===== config.mk =====
export PLATFORM = sky130hd
export DESIGN_NAME = simd_host_bridge
export DESIGN_NICKNAME = d
export VERILOG_FILES = /design/src/rtl/simd_bridge_pkg.sv /design/src/rtl/simd_ack_timer.sv /design/src/rtl/simd_host_bridge.sv
export SDC_FILE = /design/constraint.sdc
export NUM_CORES = 1
export LEC_CHECK = 0
export CAP_MARGIN = 25
export CORE_MARGIN = 5
export CORE_UTILIZATION = 52
export DETAILED_ROUTE_END_ITERATION = 12
export PLACE_DENSITY = 0.86
export SLEW_MARGIN = 20
export SYNTH_ARGS = -nofsm -noshare
export SYNTH_HDL_FRONTEND = slang
export SYNTH_SLANG_ARGS = --single-unit

===== constraint.sdc =====
create_clock -name clk -period 7.4 [get_ports clk]
set_clock_uncertainty 0.05 [all_clocks]
set_input_delay 1.48 -clock clk [delete_from_list [all_inputs] [get_ports clk]]
set_output_delay 1.48 -clock clk [all_outputs]
set_load 0.02 [all_outputs]

===== src/rtl/simd_bridge_pkg.sv =====
// simd_bridge_pkg: shared state encoding and sizes for the SIMD host bridge
package simd_bridge_pkg;
    localparam int IOSIZE = 16;
    localparam int WORDSIZE = 32;
    localparam int DEF_TIMEOUT = 255;
    typedef enum logic [3:0] {
        S_IDLE, S_INIT, S_GET, S_LOAD_HI, S_LOAD_LO, S_FETCH_HI, S_FETCH_LO, S_PUSH, S_ERR
    } state_t;
    function automatic logic is_wait(state_t s);
        return s inside {S_LOAD_HI, S_LOAD_LO, S_FETCH_HI, S_FETCH_LO};
    endfunction
endpackage


===== src/rtl/simd_ack_timer.sv =====
// simd_ack_timer: counts cycles without ack and flags the TIMEOUT-th one
module simd_ack_timer import simd_bridge_pkg::*; #(
    parameter int TIMEOUT = DEF_TIMEOUT
) (
    input  logic clk,
    input  logic rst_n,
    input  logic clear,
    input  logic tick,
    output logic expired
);
    logic [7:0] cnt;
    always_ff @(posedge clk or negedge rst_n)
        if (!rst_n) cnt <= '0;
        else if (clear) cnt <= '0;
        else if (tick) cnt <= cnt + 8'd1;
    assign expired = tick && (cnt == 8'(TIMEOUT - 1));
endmodule


===== src/rtl/simd_host_bridge.sv =====
// simd_host_bridge: streams host operands into simd_top halfword by halfword and returns fetched results
module simd_host_bridge import simd_bridge_pkg::*; #(
    parameter int FETCH_WORDS = 4,
    parameter int TIMEOUT = DEF_TIMEOUT
) (
    input  logic                clk,
    input  logic                rst_n,
    input  logic                start,
    input  logic                s_valid,
    output logic                s_ready,
    input  logic [WORDSIZE-1:0] s_data,
    input  logic                s_last,
    output logic                m_valid,
    input  logic                m_ready,
    output logic [WORDSIZE-1:0] m_data,
    output logic                init,
    output logic                load,
    output logic                fetch,
    output logic [IOSIZE-1:0]   idata,
    input  logic                ack,
    input  logic [IOSIZE-1:0]   odata,
    output logic                busy,
    output logic                done,
    output logic                err
);
    state_t state, state_n;
    logic [IOSIZE-1:0] lat_lo;
    logic lat_last, load_hold, tick, expired;
    logic [7:0] fetch_cnt, cnt_inc;
    assign cnt_inc = fetch_cnt + 8'd1;
    assign tick = is_wait(state) && !ack;
    simd_ack_timer #(.TIMEOUT(TIMEOUT)) u_timer (
        .clk(clk),
        .rst_n(rst_n),
        .clear(state_n != state),
        .tick(tick),
        .expired(expired)
    );
    always_ff @(posedge clk or negedge rst_n)
        if (!rst_n) state <= S_IDLE;
        else state <= state_n;
    always_comb begin
        state_n = state;
        case (state)
            S_IDLE, S_ERR: state_n = start ? S_INIT : state;
            S_INIT:        state_n = S_GET;
            S_GET:         state_n = s_valid ? S_LOAD_HI : state;
            S_LOAD_HI:     state_n = ack ? S_LOAD_LO : expired ? S_ERR : state;
            S_LOAD_LO:     state_n = ack ? (lat_last ? S_FETCH_HI : S_GET) : expired ? S_ERR : state;
            S_FETCH_HI:    state_n = ack ? S_FETCH_LO : expired ? S_ERR : state;
            S_FETCH_LO:    state_n = ack ? S_PUSH : expired ? S_ERR : state;
            S_PUSH:        state_n = !m_ready ? state : (cnt_inc < 8'(FETCH_WORDS)) ? S_FETCH_HI : S_IDLE;
            default:       state_n = S_IDLE;
        endcase
    end
    // load also covers GET between words of a job so simd_top sees one unbroken load burst
    always_comb begin
        init = state == S_INIT;
        s_ready = state == S_GET;
        load = (state inside {S_LOAD_HI, S_LOAD_LO}) || (state == S_GET && load_hold);
        fetch = state inside {S_FETCH_HI, S_FETCH_LO};
        m_valid = state == S_PUSH;
        busy = !(state inside {S_IDLE, S_ERR});
    end
    always_ff @(posedge clk or negedge rst_n)
        if (!rst_n) begin
            done <= 1'b0;
            err <= 1'b0;
            fetch_cnt <= '0;
            idata <= '0;
            lat_lo <= '0;
            lat_last <= 1'b0;
            load_hold <= 1'b0;
            m_data <= '0;
        end else begin
            done <= state == S_PUSH && m_ready && state_n == S_IDLE;
            if ((state == S_IDLE || state == S_ERR) && start) begin
                err <= 1'b0;
                fetch_cnt <= '0;
            end
            if (expired) err <= 1'b1;
            if (state == S_GET && s_valid) begin
                idata <= s_data[WORDSIZE-1:IOSIZE];
                lat_lo <= s_data[IOSIZE-1:0];
                lat_last <= s_last;
            end
            if (state == S_LOAD_HI && ack) idata <= lat_lo;
            load_hold <= state == S_INIT ? 1'b0 : (state == S_LOAD_LO && ack) ? !lat_last : load_hold;
            if (state == S_FETCH_HI && ack) m_data[WORDSIZE-1:IOSIZE] <= odata;
            if (state == S_FETCH_LO && ack) m_data[IOSIZE-1:0] <= odata;
            if (state == S_PUSH && m_ready) fetch_cnt <= cnt_inc;
        end
endmodule

# Yosys cells after proc, flatten, opt, wreduce, memory -nomap -nowiden
# Cells that the tools add are included.
# word_totals
output_inout_bits	56
regBits	88
rom_bits	0
latch_bits	0
ram_bits	0
n_memories	0
word_cells	73
# op_classes
n_bitwise	0
addsub	2
shifts	0
muxes	21
n_div	0
multipliers	0
n_reduce_logical	28
n_eq_ne	10
magnitude_cmp	1
# op_table
cell	count
16-bit two-way mux	2
4-bit two-way mux	8
8-bit two-way mux	4
4-bit one-hot mux with 8 select lines	1
8-bit by 1-bit adder with 8-bit output (second input constant)	2
4-bit by 3-bit == test with 1-bit output (second input constant)	4
2-bit nonzero test	8
1-bit logical AND	11
4-bit by 2-bit == test with 1-bit output (second input constant)	2
8-bit == test (second input constant)	1
4-bit zero test	2
8-bit by 3-bit less-than comparator with 1-bit output (second input constant)	1
3-bit two-way mux	2
4-bit by 1-bit == test with 1-bit output (second input constant)	1
4-bit == test (second input constant)	1
1-bit two-way mux	4
4-bit != test	1
4-bit nonzero test	1
1-bit zero test	3
1-bit logical OR	2
2-bit OR reduction	1

# Depth between registers and ports, before layout
# Gate-level depths: netlist of the first run.
# depth
ltp_word	9
depth_mapped	10
mapped_depth_nobuf	8

# Cells and area by module
# Synthesis of the first run repeated with hierarchy kept, for this count alone.
# hier_totals
cells_unflattened	364
area_unflattened_um2	4006.3
# modules_own_cells
module	area_per_inst_um2	cells_per_inst	instances
simd_host_bridge	3594.7	323	1
simd_ack_timer	411.6	41	1

# Worst setup path after synthesis of the first run
# OpenSTA, ideal clock, no wires.
# synth_path
path_type	input to register
startpoint	input port ack
endpoint	register u_timer.cnt[0]
stages	7
required_time_ns	7.263
slack_ns	4.080
setup_ns	0.087
arrival_ns	3.183
cell_sequence	clkbuf_1 a2111oi_4 and2_4 nor3_1 or4_1 buf_4 a211oi_2
# synth_between
elab_chain_cells	8
word_cells_on_any_way	12
cone_classes	1 x eq/ne; 7 x mux; 4 x reduce/logical
# synth_rtl
item	line_no	text
start, declared	simd_host_bridge.sv:20	input logic ack,
1-bit zero test	simd_host_bridge.sv:31	assign tick = is_wait(state) && !ack;
1-bit logical AND	simd_host_bridge.sv:31	
1-bit logical AND	simd_ack_timer.sv:16	assign expired = tick && (cnt == 8'(TIMEOUT - 1));
4-bit two-way mux	n/a	
4-bit two-way mux (on tied branches)	n/a	
4-bit one-hot mux with 8 select lines *	simd_host_bridge.sv:44	case (state)
net state_n[0]	simd_host_bridge.sv:26	state_t state, state_n;
4-bit != test *	simd_host_bridge.sv:35	.clear(state_n != state),
8-bit two-way mux / 2-bit nonzero test (equally long branches)	n/a	
end signal, assigned	simd_ack_timer.sv:15	else if (tick) cnt <= cnt + 8'd1;
end, declared	simd_ack_timer.sv:11	logic [7:0] cnt;
# The timed path passes the listed nets; every way through them passes the cells marked *.
# A chain may end at the register's enable or synchronous reset.

# Worst setup path in the final report of the first run
# layout_path
startpoint	register state[2]
endpoint	output port m_valid
# layout_between
elab_chain_cells	1
# layout_rtl
item	line_no	text
start, declared	simd_host_bridge.sv:26	
start signal, assigned	simd_host_bridge.sv:41	else state <= state_n;
4-bit by 3-bit == test with 1-bit output	simd_host_bridge.sv:62	m_valid = state == S_PUSH;
end, declared	simd_host_bridge.sv:13	output logic m_valid,
# Every way passes these cells.

==> results of run 1 <==
==> layout by cell type, fill, tap and decap left out, types with 4 or more instances in the layout <==
cell / Yosys / routed
mux2_2: 34 / 34
dfrtp_1: 88 / 88
o21ai_0: 13 / 13
a211oi_2: 4 / 4
xnor2_1: 6 / 6
clkbuf_8: 0 / 9
buf_4: 3 / 4
clkdlybuf4s50_1: 0 / 109
a211oi_1: 4 / 4
nor2_1: 51 / 51
a21oi_1: 11 / 11
mux2_1: 15 / 15
nand3_1: 9 / 9
xor2_1: 4 / 4
inv_1: 6 / 6
nand2_1: 18 / 18
nor3_1: 7 / 7
o22ai_1: 17 / 17
==> metrics by stage <==
stage                     hold WS (ns)  cell area (µm²)
after floorplan                  0.415             3980
after global placement           0.420             5150
after detailed placement         0.426             5170
after CTS                        0.446             5350
after global routing             0.471             5350
final                            0.443             5350
==> cell families (layout without fill, tap and decap cells) <==
logic type	Yosys count	after routing	synth area share (%)
simple gates	108	108	12.8
xor+xnor	10	10	2.20
fa+ha+maj	4	4	1.19
compound gates	65	65	11.6
flops	88	88	55.3
mux	50	50	14.1
buf+inv	27	138	2.89
==> flip-flops by register name, summed over array words and instances (netlist names) <==
register,count
done,1
err,1
fetch_cnt,8
idata,16
lat_last,1
lat_lo,16
load_hold,1
m_data,32
state,4
u_timer.cnt,8
==> cell type report <==
class / count / share of cell area (%)
flip-flops and latches: 88 / 41.2
multi-input cells: 237 / 31.2
repair buffers: 114 / 21.5
clock buffers: 10 / 2.39
well taps: 102 / 2.39
clock inverters: 6 / 0.819
inverters: 8 / 0.562
==> routing by layer <==
| metal | wire length (µm) | up-vias |
|---|---|---|
| met2 | 4650 | 93 |
| met4 | 150 | 0 |
| li1 | - | 1468 |
| met1 | 4030 | 1530 |
| met5 | 0 | - |
| met3 | 763 | 14 |
==> how the worst max path moves through the flow <==
stage                     startpoint        endpoint
after floorplan                  ack  u_timer.cnt[0]
after global placement           ack  u_timer.cnt[5]
after detailed placement         ack  u_timer.cnt[3]
after CTS                   state[2]         m_valid
after global routing        state[2]         m_valid
final                       state[2]         m_valid
==> report_power, final <==
| part | internal, W | switching (W) |
|---|---|---|
| clock network | 0.000124 | 0.000171 |
| registers | 0.000677 | 0.000149 |
| logic | 0.000476 | 0.000495 |
==> qor.yml, run 1 <==
route:
  ant_nets: 0
  wl_per_cell_um: 17.0
  drt_wl_total_um: 9600
  vias: 3105
  first_iter_violations: 134
  dr.pass1.iters: 4
  via_per_inst: 5.50
  drc: 0
clocking:
  cts_sinks: 88
  ctsLongestPathBuffers: 2
  clk_pin_slew_ns: 0.08
  clockRootBuffer: "clkbuf_8"
  cts_tree: "done"
  worstSkewPairLatency_ns: 0.35
  numCtsBuffers: 9
  cts_resized: 0
  holdBufCountCts: 0
  cts_max_level: 3
  cts_setup_buffers: 0
worst_setup_path:
  crit_path_cell_trace: "inv_2 -> nor2_1 -> nand3_1 -> inv_1 -> clkdlybuf4s50_1"
  cpLargestDelayFamily: "buffers and inverters"
  reg2reg_from: "state[0]"
  r2r_slack_ns: 4.46
  r2r_cells: 6
  crit_type: "register to output port"
  worst_setup_path_start_kind: "register"
  max_stage_delay_ns: 0.69
  slowest_stage: "dfrtp_1"
  critPathMaxFanout: 16
  r2r_end: "u_timer.cnt[3]"
  end_kind: "output port"
  path_buf_inv: 3
  required_ns: 5.87
  cp.arrival_ns: 2.33
  cp_num_cells: 5
synthesis:
  synth_cell_type_count: 51
  synthArstFlopShare_pct: 100
  synthCells: 352
  synth-edff-count: 0
  yosys_most_used_dff: "dfrtp_1"
  syn_nets: 410
  synth_commonest_cells: "dfrtp_1 (88), nor2_1 (51), mux2_2 (34)"
  synth-seq-cells: 88
  synth_area_leader_cell: "dfrtp_1"
  syn_area_um2: 3980
  yosysMostFrequentCell: "dfrtp_1"
  ys_seq_area_share_pct: 55.3
  synth_area_leaders: "dfrtp_1 (55%), mux2_2 (9.6%), nor2_1 (4.8%), mux2_1 (4.2%), o22ai_1 (2.7%)"
  avgSynthCellArea_um2: 11.3
  yosys_warnings: 0
  synth_top_area_share_pct: 55.3
timing:
  finalHoldViolCount: 0
  max_slew_margin_pct: 47.0
  fmax_mhz: 259
  maxSlewViolCount: 0
  setup_ws_ns: 3.54
  setup_viol: 0
  tns_ns: 0
  tightest_slew_ns: 0.792
  fin_crit_sh_pct: 52.1
  post-route-min-period_ns: 3.86
  rsz0062_at_grt: "false"
finish:
  final_cells: 565
  seq_area_um2: 2200
  final_util_pct: 70.3
  diodes: 0
  nets: 516
  multi_input_area_um2: 1670
  drive_gt1_share_pct: 13.8
  syn2layout_area_growth_pct: 34.2
  n_fill_cell: 549
worst_hold_path:
  whs_endpoint: "m_data[7]"
  hp-start: "m_data[7]"
  hp-class: "register to register"
  whs_path_depth: 1
global_route:
  antenna_found_initial: 0
  grt-ovfl-total: 0
  gr-usage-met1_pct: 27.0
  met2_usage_pct: 34.2
  grt_pass1_wl_um: 16500
  grtUsageTotal_pct: 21.5
  grt_max_degree: 55
  grt_pass1_vias: 3321
  use_met3_pct: 8.69
  busiest_layer: "met2"
placed_design:
  io_buffers: 110
  dpl_worst_slack_ns: 3.33
  globalplace.congestion: 0.918
  post-place-cells: 549
  hpwl_um: 6970
die:
  dieArea_um2: 9510
  coreArea_um2: 7610
  fp.dieW_um: 97.5
  fp.dieH_um: 97.5
  start_util_pct: 52.4
  placementRows: 32
  io_pins: 111
run:
  max_cap_viol_count: 0
pwr:
  leakagePower_nw: 2.25
  power.total_w: 0.00209
  ir_drop_mv: 0.267
  power_density_nw_per_um2: 391
run_status:
  status: "complete, no violations"
No activity file was read; power rests on OpenSTA's default activity.
==> run 2: changes to the inputs <==
- CORE_UTILIZATION: 52 -> 48
- PLACE_DENSITY: 0.86 -> 0.8
- clock period: 7.4 -> 3.67 ns (I/O delays scaled with it)
==> run 2 against run 1 <==
  * Sequential power up 100%
  * Final cell count up 0.88%
  * Clock power is 130% higher
  * Core utilization decreased by 4.1 points
  * Die area grew 7.5%
  * Global-route usage is 1.0 points lower
==> qor.yml, run 2 (synthesis results as in run 1) <==
run_status:
  status: "complete, no violations"
placed_design:
  post-place-cells: 554  # +0.91%
  globalplace.congestion: 0.915  # -0.33%
  io_buffers: 110  # unchanged
  hpwl_um: 7150  # +2.6%
clocking:
  ctsLongestPathBuffers: 2  # unchanged
  clk_pin_slew_ns: 0.09  # about the same
  numCtsBuffers: 9  # unchanged
  cts_setup_buffers: 0  # unchanged
  cts_resized: 0  # unchanged
  holdBufCountCts: 0  # unchanged
  worstSkewPairLatency_ns: 0.35  # about the same
  cts_sinks: 88  # unchanged
  cts_max_level: 3  # unchanged
  clockRootBuffer: "clkbuf_8"
  cts_tree: "done"
timing:
  rsz0062_at_grt: "false"
  tns_ns: 0  # unchanged
  maxSlewViolCount: 0  # unchanged
  tightest_slew_ns: 0.670  # -0.122 ns
  max_slew_margin_pct: 55.3  # +8.3 points
  hold-worst-slack_ns: 0.334  # -0.109 ns
  finalHoldViolCount: 0  # unchanged
  setup_viol: 0  # unchanged
  post-route-min-period_ns: 3.08
  fin_crit_sh_pct: 83.9
  fmax_mhz: 325
route:
  wl_per_cell_um: 17.3  # +1.9%
  drc: 0  # unchanged
  first_iter_violations: 157  # +17%
  ant_nets: 0  # unchanged
  dr.pass1.iters: 4  # unchanged
  via_per_inst: 5.41  # -1.6%
  drt_wl_total_um: 9870  # +2.8%
  vias: 3082  # -0.74%
finish:
  largest_reg_flops: 32  # unchanged
  layout_common_cells: "clkdlybuf4s50_1 (109), dfrtp_1 (88), nor2_1 (51)"
  syn2layout_area_growth_pct: 35.1
  top_register: "m_data"
  final_common_cell: "clkdlybuf4s50_1"
  nets: 518  # +0.39%
  reg_top3: "m_data (32), idata (16), lat_lo (16)"
  diodes: 0  # unchanged
  drive_gt1_share_pct: 14.2  # +0.37 points
  final_cells: 570  # +0.88%
worst_setup_path:
  crit_path_cell_trace: "inv_2 -> nor2_1 -> nand3_1 -> inv_1 -> clkdlybuf4s50_1"
  worst_setup_path_start_kind: "register"
  cpLargestDelayFamily: "buffers and inverters"
  path_buf_inv: 3  # unchanged
  reg2reg_from: "state[1]"
  slowest_stage: "dfrtp_1"
  cp.arrival_ns: 2.30  # -0.03 ns
  crit_type: "register to output port"
  critPathMaxFanout: 16  # unchanged
  end_kind: "output port"
  max_stage_delay_ns: 0.68  # about the same
  required_ns: 2.89  # -2.98 ns
  crit_start: "state[2]"
pwr:
  ir_drop_mv: 0.456  # +70%
  leakagePower_nw: 2.26  # +0.51%
  power_density_nw_per_um2: 803  # +110%
  power.total_w: 0.00432  # +110%
die:
  placementRows: 33  # +3.1%
  io_pins: 111  # unchanged
  fp.dieW_um: 101  # +3.7%
  start_util_pct: 49.0  # -3.4 points
  coreArea_um2: 8130  # +6.9%
  dieArea_um2: 10200  # +7.5%
  fp.dieH_um: 101  # +3.7%
worst_hold_path:
  hp-class: "input port to async pin"
global_route:
  grt_pass1_wl_um: 16500  # -0.29%
  grt-ovfl-total: 0  # unchanged
  grt_pass1_vias: 3355  # +1.0%
  grtUsageTotal_pct: 20.4  # -1.0 points
  antenna_found_initial: 0  # unchanged
  grt_max_degree: 48  # -13%
run:
  max_cap_viol_count: 0  # unchanged
## run 2: metal layers
| layer | GRT usage [%] | wire length [µm] |
|---|---|---|
| met1 | 25.5 | 4080 |
| met2 | 33.5 | 4810 |
| met3 | 8.17 | 884 |
| met4 | 4.70 | 103 |
| met5 | 0 | 0 |
## run 2: layout make-up
cell class | count | area, µm²
Fill cell | 634 | 2750
Sequential cell | 88 | 2200
Multi-Input combinational cell | 237 | 1670
Timing Repair Buffer | 116 | 1140
Clock buffer | 11 | 141
Tap cell | 105 | 131
Clock inverter | 5 | 65.1
Inverter | 8 | 30.0
## run 2: where the power goes
group	leakage [nW]	switching, W	internal [W]
clock	0.0977	0.000350	0.000340
combinational	1.08	0.00101	0.000959
sequential	1.08	0.000296	0.00136
## run 2: worst paths after layout
path	cells after the start	end	slack, ns
max in group asynchronous	2	m_data[25]	2.47
hold / removal	1	m_data[18]	0.33
setup reg to reg	6	u_timer.cnt[0]	0.71
min in group clk	1	m_data[7]	0.44
setup / recovery	5	m_valid	0.59
hold reg to reg	1	m_data[7]	0.44
## run 2: metrics by stage
stage	cell area (µm²)	setup WS, ns	utilization (%)
after floorplan	3980	1.10	-
after global placement	5170	0.438	63.6
after detailed placement	5170	0.345	63.6
after CTS	5380	0.595	66.1
after global routing	5380	0.445	66.1
final	5380	0.590	66.1
==> run 3: changes to the inputs <==
- clock period: 3.67 -> 2.9 ns (I/O delays scaled with it)
==> run 3 against run 2 <==
  * Power increased by 25%
  * Worst hold slack got worse by 0.17 ns
  * Setup slack worse by 0.46 ns
  * Register-to-register slack lost 0.43 ns
  * Flip-flop and latch count unchanged
  * Non-clock buffer count up 7
  * Sequential share of layout area shrank 0.20 points
  * Die area unchanged
  * Final cell count up 1.2%
  * Via count is 1.5% higher
  * First-iteration DRC count down 51%
  * Largest power group unchanged
  * Highest routed layer unchanged
==> qor.yml, run 3 (synthesis results as in run 1) <==
global_route:
  antenna_found_initial: 0  # unchanged
  grt_pass1_vias: 3274  # -2.4%
  grt-ovfl-total: 0  # unchanged
  grt_pass1_wl_um: 15800  # -4.0%
  grtUsageTotal_pct: 19.5  # -0.89 points
  grt_max_degree: 44  # -8.3%
clocking:
  cts_setup_buffers: 0  # unchanged
  cts_resized: 0  # unchanged
  clockRootBuffer: "clkbuf_8"
  ctsLongestPathBuffers: 2  # unchanged
  holdBufCountCts: 0  # unchanged
  cts_tree: "done"
  cts_max_level: 3  # unchanged
  worstSkewPairLatency_ns: 0.34  # about the same
  numCtsBuffers: 9  # unchanged
  cts_sinks: 88  # unchanged
  clk_pin_slew_ns: 0.09  # about the same
die:
  io_pins: 111  # unchanged
  fp.dieW_um: 101  # unchanged
  coreArea_um2: 8130  # unchanged
  start_util_pct: 49.0  # unchanged
  placementRows: 33  # unchanged
  fp.dieH_um: 101  # unchanged
  dieArea_um2: 10200  # unchanged
worst_hold_path:
  hp-class: "input port to async pin"
worst_setup_path:
  cpLargestDelayFamily: "buffers and inverters"
  worst_setup_path_start_kind: "register"
  cp.arrival_ns: 2.14  # -0.16 ns
  slowest_stage: "clkdlybuf4s50_1"
  crit_type: "register to output port"
  path_buf_inv: 2  # -1
  r2r_slack_ns: 0.28  # -0.43 ns
  required_ns: 2.27  # -0.62 ns
  end_kind: "output port"
  crit_path_cell_trace: "buf_4 -> nand2b_1 -> a211oi_1 -> clkdlybuf4s50_1"
  max_stage_delay_ns: 0.65  # -0.03 ns
  critPathMaxFanout: 16  # unchanged
placed_design:
  dpl_worst_slack_ns: 0.0419  # -0.303 ns
  globalplace.congestion: 0.881  # -3.7%
  hpwl_um: 6970  # -2.6%
  io_buffers: 110  # unchanged
pwr:
  power_density_nw_per_um2: 998  # +24%
  leakagePower_nw: 2.29  # +1.1%
  ir_drop_mv: 0.573  # +26%
timing:
  setup_viol: 0  # unchanged
  tns_ns: 0  # unchanged
  fmax_mhz: 361
  setup_ws_ns: 0.130  # -0.460 ns
  max_slew_margin_pct: 57.2  # +1.9 points
  rsz0062_at_grt: "false"
  maxSlewViolCount: 0  # unchanged
  post-route-min-period_ns: 2.77
  finalHoldViolCount: 0  # unchanged
  fin_crit_sh_pct: 95.5
  tightest_slew_ns: 0.641  # -0.0297 ns
finish:
  diodes: 0  # unchanged
  nets: 525  # +1.4%
  top_register: "m_data"
  final_common_cell: "clkdlybuf4s50_1"
  largest_reg_flops: 32  # unchanged
  drive_gt1_share_pct: 15.7  # +1.5 points
  reg_top3: "m_data (32), idata (16), lat_lo (16)"
  syn2layout_area_growth_pct: 35.7
  layout_common_cells: "clkdlybuf4s50_1 (109), dfrtp_1 (88), nor2_1 (51)"
run:
  max_cap_viol_count: 0  # unchanged
route:
  drt_wl_total_um: 9510  # -3.6%
  via_per_inst: 5.42  # +0.26%
  ant_nets: 0  # unchanged
  dr.pass1.iters: 5  # +1
  vias: 3128  # +1.5%
  drc: 0  # unchanged
  wl_per_cell_um: 16.5  # -4.8%
  first_iter_violations: 77  # -51%
run_status:
  status: "complete, no violations"
run 3: cell count changes in the layout (fill, tap and decap cells not counted), sizes merged:
| cell | delta |
|---|---|
| buf | +7 |
| clkinv | +2 |
| bufinv | -1 |
| clkbuf | -1 |
run 3: area by class of cell:
cell class | count | area [µm²]
clock inverter | 6 | 42.5
sequential | 88 | 2200
inverter | 8 | 30.0
clock buffer | 10 | 138
fill | 623 | 2730
multi-input combinational | 237 | 1670
tap | 105 | 131
timing repair buffer | 123 | 1200
run 3: where the power goes:
| part | total, W | internal (W) | leakage [nW] | switching, W |
|---|---|---|---|---|
| registers | 0.00204 | 0.00173 | 1.08 | 0.000311 |
| logic | 0.00259 | 0.00125 | 1.11 | 0.00134 |
| clock network | 0.000768 | 0.000336 | 0.0887 | 0.000432 |
| total | 0.00540 | 0.00331 | 2.29 | 0.00208 |
run 3: worst register-to-register path: stages (launching register included):
cell and delay [ns]:
dfrtp_1 0.43, ha_1 0.28, and4_1 0.24, a211oi_1 0.23, a31oi_1 0.06, a2111oi_0 0.56
or4_1 0.51, a21oi_1 0.13
run 3: through the flow:
stage	util [%]	hold WS (ns)	cells	power, W	cell area [µm²]
5_1_grt	66.5	0.195	577	0.00575	5410
2_1_floorplan	-	0.234	352	0.00350	3980
3_5_place_dp	64.3	0.433	561	0.00467	5230
4_1_cts	66.5	0.174	577	0.00545	5410
6_report	66.5	0.165	577	0.00540	5410
3_3_place_gp	64.3	0.421	561	0.00458	5230
run 3: metal layers:
layer / vias to the layer above / GRT usage (%) / part of all wire (%)
met2: 104 / 30.1 / 48
met5: - / 0 / 0
li1: 1479 / - / -
met4: 0 / 4.70 / 0.54
met1: 1537 / 26.3 / 44
met3: 8 / 7.40 / 8.0
run 3: path summary, 6_finish.rpt:
path / startpoint / to / cells after the start
setup / recovery: state[0] / fetch / 4
max in group asynchronous: rst_n / u_timer.cnt[6] / 2
min in group clk: err / err / 1
hold reg to reg: err / err / 1
hold / removal: rst_n / state[0] / 1
setup reg to reg: fetch_cnt[0] / u_timer.cnt[6] / 7
